--- src/rtl/twos_comp_deser_if.sv ---
// Serial link bundle for twos_comp_deser: the complemented bit stream in, the decoded parallel word and flags out.
// The master modport drives the serial stream; the slave modport is the receiver.
interface twos_comp_deser_if #(
    parameter int WIDTH = 8
);
    logic             in_valid;
    logic             in_sof;
    logic             incode;
    logic [WIDTH-1:0] out_word;
    logic             out_valid;
    logic             out_minval;
    logic             out_err;

    modport master (
        output in_valid,
        output in_sof,
        output incode,
        input  out_word,
        input  out_valid,
        input  out_minval,
        input  out_err
    );

    modport slave (
        input  in_valid,
        input  in_sof,
        input  incode,
        output out_word,
        output out_valid,
        output out_minval,
        output out_err
    );
endinterface

--- src/rtl/twos_comp_deser.sv ---
// Deserialiser for an LSB-first, bit-serial two's-complement stream. It passes bits up to and including
// the first 1, inverts every later bit, and assembles WIDTH decoded bits into a parallel word.
module twos_comp_deser #(
    parameter int WIDTH = 8
) (
    input  logic               clk,
    input  logic               rst,
    twos_comp_deser_if.slave   bus
);
    localparam int                CNT_W  = (WIDTH > 2) ? $clog2(WIDTH) : 1;
    localparam logic [CNT_W-1:0]  LAST   = CNT_W'(WIDTH - 1);
    localparam logic [WIDTH-1:0]  MINVAL = {1'b1, {(WIDTH-1){1'b0}}};

    typedef enum logic [1:0] {
        IDLE   = 2'd0,
        PASS   = 2'd1,
        INVERT = 2'd2
    } state_t;

    state_t           state_q, state_d;
    logic [CNT_W-1:0] cnt_q, cnt_d;
    logic [WIDTH-1:0] sr_q, sr_d;
    logic [WIDTH-1:0] word_q, word_d;
    logic             vld_q, vld_d;
    logic             minval_q, minval_d;
    logic             err_q, err_d;
    logic             dec_bit;

    always_ff @(posedge clk) begin
        if (rst) begin
            state_q  <= IDLE;
            cnt_q    <= '0;
            sr_q     <= '0;
            word_q   <= '0;
            vld_q    <= 1'b0;
            minval_q <= 1'b0;
            err_q    <= 1'b0;
        end else begin
            state_q  <= state_d;
            cnt_q    <= cnt_d;
            sr_q     <= sr_d;
            word_q   <= word_d;
            vld_q    <= vld_d;
            minval_q <= minval_d;
            err_q    <= err_d;
        end
    end

    always_comb begin
        state_d  = state_q;
        cnt_d    = cnt_q;
        sr_d     = sr_q;
        word_d   = word_q;
        vld_d    = 1'b0;
        minval_d = 1'b0;
        err_d    = 1'b0;
        dec_bit  = bus.incode;

        if (bus.in_valid) begin
            if (bus.in_sof) begin
                // Bit 0 always passes through; a frame in flight is abandoned and flagged.
                err_d   = (state_q != IDLE);
                sr_d    = {bus.incode, sr_q[WIDTH-1:1]};
                cnt_d   = CNT_W'(1);
                state_d = bus.incode ? INVERT : PASS;
            end else if (state_q != IDLE) begin
                dec_bit = (state_q == INVERT) ? ~bus.incode : bus.incode;
                sr_d    = {dec_bit, sr_q[WIDTH-1:1]};
                if (cnt_q == LAST) begin
                    word_d   = sr_d;
                    vld_d    = 1'b1;
                    minval_d = (sr_d == MINVAL);
                    state_d  = IDLE;
                    cnt_d    = '0;
                end else begin
                    cnt_d = cnt_q + 1'b1;
                    if ((state_q == PASS) && bus.incode) begin
                        state_d = INVERT;
                    end
                end
            end
        end
    end

    assign bus.out_word   = word_q;
    assign bus.out_valid  = vld_q;
    assign bus.out_minval = minval_q;
    assign bus.out_err    = err_q;
endmodule

--- src/flat_wrapper.sv ---
// flat-port wrapper written by rule: the top's interface ports become plain ports
module twos_comp_deser_flat 
#(
    parameter int WIDTH = 8
)
  (clk, rst, bus_in_valid, bus_in_sof, bus_incode, bus_out_word, bus_out_valid, bus_out_minval, bus_out_err);
  twos_comp_deser_if #(.WIDTH(WIDTH)) bus_i ();
  input  logic clk;
  input  logic rst;
  input wire logic [$bits(bus_i.in_valid)-1:0] bus_in_valid;
  input wire logic [$bits(bus_i.in_sof)-1:0] bus_in_sof;
  input wire logic [$bits(bus_i.incode)-1:0] bus_incode;
  output wire logic [$bits(bus_i.out_word)-1:0] bus_out_word;
  output wire logic [$bits(bus_i.out_valid)-1:0] bus_out_valid;
  output wire logic [$bits(bus_i.out_minval)-1:0] bus_out_minval;
  output wire logic [$bits(bus_i.out_err)-1:0] bus_out_err;
  assign bus_i.in_valid = bus_in_valid;
  assign bus_i.in_sof = bus_in_sof;
  assign bus_i.incode = bus_incode;
  assign bus_out_word = bus_i.out_word;
  assign bus_out_valid = bus_i.out_valid;
  assign bus_out_minval = bus_i.out_minval;
  assign bus_out_err = bus_i.out_err;
  twos_comp_deser #(.WIDTH(WIDTH)) u_core (.clk(clk), .rst(rst), .bus(bus_i));
endmodule
--- config.mk ---
export PLATFORM = sky130hd
export DESIGN_NAME = twos_comp_deser_flat
export DESIGN_NICKNAME = d
export VERILOG_FILES = /design/src/rtl/twos_comp_deser_if.sv /design/src/rtl/twos_comp_deser.sv /design/src/flat_wrapper.sv
export SDC_FILE = /design/constraint.sdc
export NUM_CORES = 1
export LEC_CHECK = 0
export ABC_AREA = 0
export CORE_MARGIN = 4
export CORE_UTILIZATION = 25
export CTS_BUF_LIST = sky130_fd_sc_hd__clkbuf_8
export CTS_CLUSTER_DIAMETER = 150
export CTS_CLUSTER_SIZE = 30
export DETAILED_ROUTE_END_ITERATION = 6
export SLEW_MARGIN = 25
export SYNTH_ARGS = -nofsm -noshare
export SYNTH_HDL_FRONTEND = slang
export SYNTH_SLANG_ARGS = --single-unit
--- constraint.sdc ---
create_clock -name clk -period 1.9 [get_ports clk]
set_input_delay 0.19 -clock clk [delete_from_list [all_inputs] [get_ports clk]]
set_output_delay 0.19 -clock clk [all_outputs]
set_load 0.005 [all_outputs]
==> qor.yml <==
global_routing:
  met2_usage_pct: 13.4
  grt_pass1_vias: 753
  grt_max_degree: 15
  grt_pass1_wl_um: 3370
  grtUsageMet3_pct: 2.10
  met1_usage_pct: 9.51
  gr-total-overflow: 0
  antenna_found_initial: 0
  globalRouteTotalUtil_pct: 8.33
  grt.busiest_layer: "met2"
timing:
  slew_headroom_pct: 66.7
  finalCritPeriodShare_pct: 88.9
  max_freq_mhz: 592
  finalCriticalPeriod_ps: 1690
  clock_skew_ps: 3.42
  tns_ps: 0
  tightestPinTransition_ps: 498
  drv_slew: 0
  finalHoldViolCount: 0
  setup_violations: 0
  rsz0062_at_grt: "false"
critical_path:
  path_max_fanout: 7
  crit_path_max_incr_delay_ps: 420
  required_ps: 2090
  critPathKind: "flip-flop to flip-flop"
  crit_chain: "ha_1, ha_1, inv_2, nor3_4, mux2i_1"
  start_kind: "flip-flop"
  crit_path_end_kind: "flip-flop"
  critPathArrivalTime_ps: 1880
  cp_slowest_cell: "nor3_4"
  cpMostUsedCell: "ha_1"
route:
  routed_wl_um: 2050
  ant_nets: 0
  viasPerCell: 4.64
  vias: 775
  drc_errors: 0
  wl_per_cell_um: 12.2
  drt-initial-drc-count: 14
  drtPass1Iterations: 4
clock_tree:
  cts_hold_buffers: 0
  cts_resized: 0
  numCtsBuffers: 3
  clock_latency_ps: 260
  root_buffer: "clkbuf_8"
  cts_buffer_depth: 2
  clkTransAtPathRegs_ps: 80
  cts_max_level: 1
  cts_tree: "built"
  post_cts.repair.setup_buffers: 0
  cts.sink_count: 23
die:
  coreArea_um2: 3800
  die_y_um: 71.7
  design.die.area_um2: 5140
  fp-row-count: 22
  io_pins: 16
  initial_core_util_pct: 26.7
  dieWidth_um: 71.7
placed_design:
  dp_cells: 163
  gp_congestion: 0.840
  placement.io_buffers: 15
  hpwl_um: 1550
yosys:
  ys_async_sr_fraction_pct: 0
  synth_seq_cells: 23
  yosysSeqAreaShare_pct: 45.4
  postSynthAreaPerCell_um2: 9.94
  syn-num-nets: 109
  synthFlopType: "dfxtp_1"
  ys_warn_count: 0
  synth_cell_types: 34
  synthCells: 102
  synth-edff-count: 0
  netlist_area_um2: 1010
cells_and_area:
  final_common_cell: "dfxtp_1"
  drive_gt1_share_pct: 11.8
  layout_common_cells: "dfxtp_1 (23), clkdlybuf4s50_1 (15), nand2b_1 (11), mux2i_1 (9)"
  finalNonFillerCells: 167
  synthToLayoutAreaGrowth_pct: 24.1
  nNetsFinal: 127
  n_antenna_cell: 0
status:
  outcome: "finished clean"
hold_path:
  hold_path_class: "flip-flop to flip-flop"
pwr:
  leakagePower_uw: 0.000438
  ir_drop_uv: 197
  powerDensity_nw_per_um2: 692
job:
  cap_violations: 0
-- final cells by class --
class | instances | area (um^2)
clock inverters | 1 | 5.00
clock buffers | 3 | 41.3
flip-flops and latches | 23 | 460
well taps | 48 | 60.1
inverters | 3 | 11.3
multi-input cells | 70 | 499
repair buffers | 19 | 180
fillers | 385 | 2540
-- registers in the layout (all words and copies together) (netlist names) --
register,cells
u_core.bus.out_valid,1
u_core.sr_q,7
u_core.bus.out_err,1
u_core.bus.out_minval,1
u_core.cnt_q,3
u_core.state_q,2
u_core.bus.out_word,8
-- cell families after synthesis --
kind of cell,count (synthesis),share of synthesized area (%)
DFF,23,45.4
xor gates and xnor gates,1,0.864
AOI/OAI and AO/OA,22,15.7
buffers and inverters,9,5.31
and+or+nand+nor,36,21.4
muxes,9,8.89
adders and majority gates,2,2.47
-- synth_stat cells, types with 2 or more instances --
| cell | number | share of area [%] |
|---|---|---|
| a31oi_1 | 2 | 1.2 |
| o21a_1 | 2 | 1.5 |
| clkbuf_1 | 2 | 0.74 |
| a32oi_1 | 2 | 1.7 |
| o21ai_0 | 2 | 0.99 |
| inv_2 | 2 | 0.74 |
| nand2b_1 | 11 | 6.8 |
| o31ai_1 | 2 | 1.5 |
| nor2b_1 | 3 | 1.9 |
| ha_1 | 2 | 2.5 |
| nor2_1 | 4 | 1.5 |
| nand2_1 | 6 | 2.2 |
| buf_6 | 2 | 2.2 |
| a21oi_1 | 6 | 3.0 |
| mux2i_1 | 9 | 8.9 |
| nor3_1 | 4 | 2.0 |
| nand4_1 | 2 | 1.2 |
| dfxtp_1 | 23 | 45 |
-- worst max-delay path, delay by kind of cell (launching register included) --
kind | cells | cell delay, ps
adder cells (fa/ha/maj) | 2 | 490
AND/OR/NAND/NOR | 1 | 420
buffers and inverters | 1 | 120
multiplexers | 1 | 230
flip-flops | 1 | 370
-- per-layer routing --
| metal | up-vias | part of all wire, % | routed length (um) |
|---|---|---|---|
| met5 | - | 0 | 0 |
| met4 | 0 | 3.4 | 69 |
| met3 | 6 | 3.2 | 66 |
| met2 | 12 | 47 | 964 |
| met1 | 357 | 46 | 945 |
| li1 | 400 | - | - |
-- through the flow --
step | cell area (um^2) | worst slack (ps) | util, % | total power (uW) | hold WS, ps
after floorplan | 1010 | 515 | - | 562 | 265
after CTS | 1260 | 212 | 33.1 | 885 | 481
final | 1260 | 212 | 33.1 | 871 | 472
after global routing | 1260 | 84.8 | 33.1 | 913 | 495
after global placement | 1210 | 257 | 31.9 | 584 | 461
after detailed placement | 1210 | 191 | 31.9 | 587 | 469
-- worst paths after layout --
check / start / endpoint / slack [ps] / cells past startpoint
max: u_core.cnt_q[0] / u_core.bus.out_word[2] / 210 / 5
min: u_core.bus.out_word[4] / u_core.bus.out_word[4] / 470 / 2
max reg2reg: u_core.cnt_q[0] / u_core.bus.out_word[2] / 210 / 5
min reg2reg: u_core.bus.out_word[4] / u_core.bus.out_word[4] / 470 / 2
-- power breakdown --
part           internal, uW  switching [uW]
Sequential              488            10.3
Clock                   146             149
Combinational          35.7            41.7
Note: power is estimated with default switching activity, not from simulation.
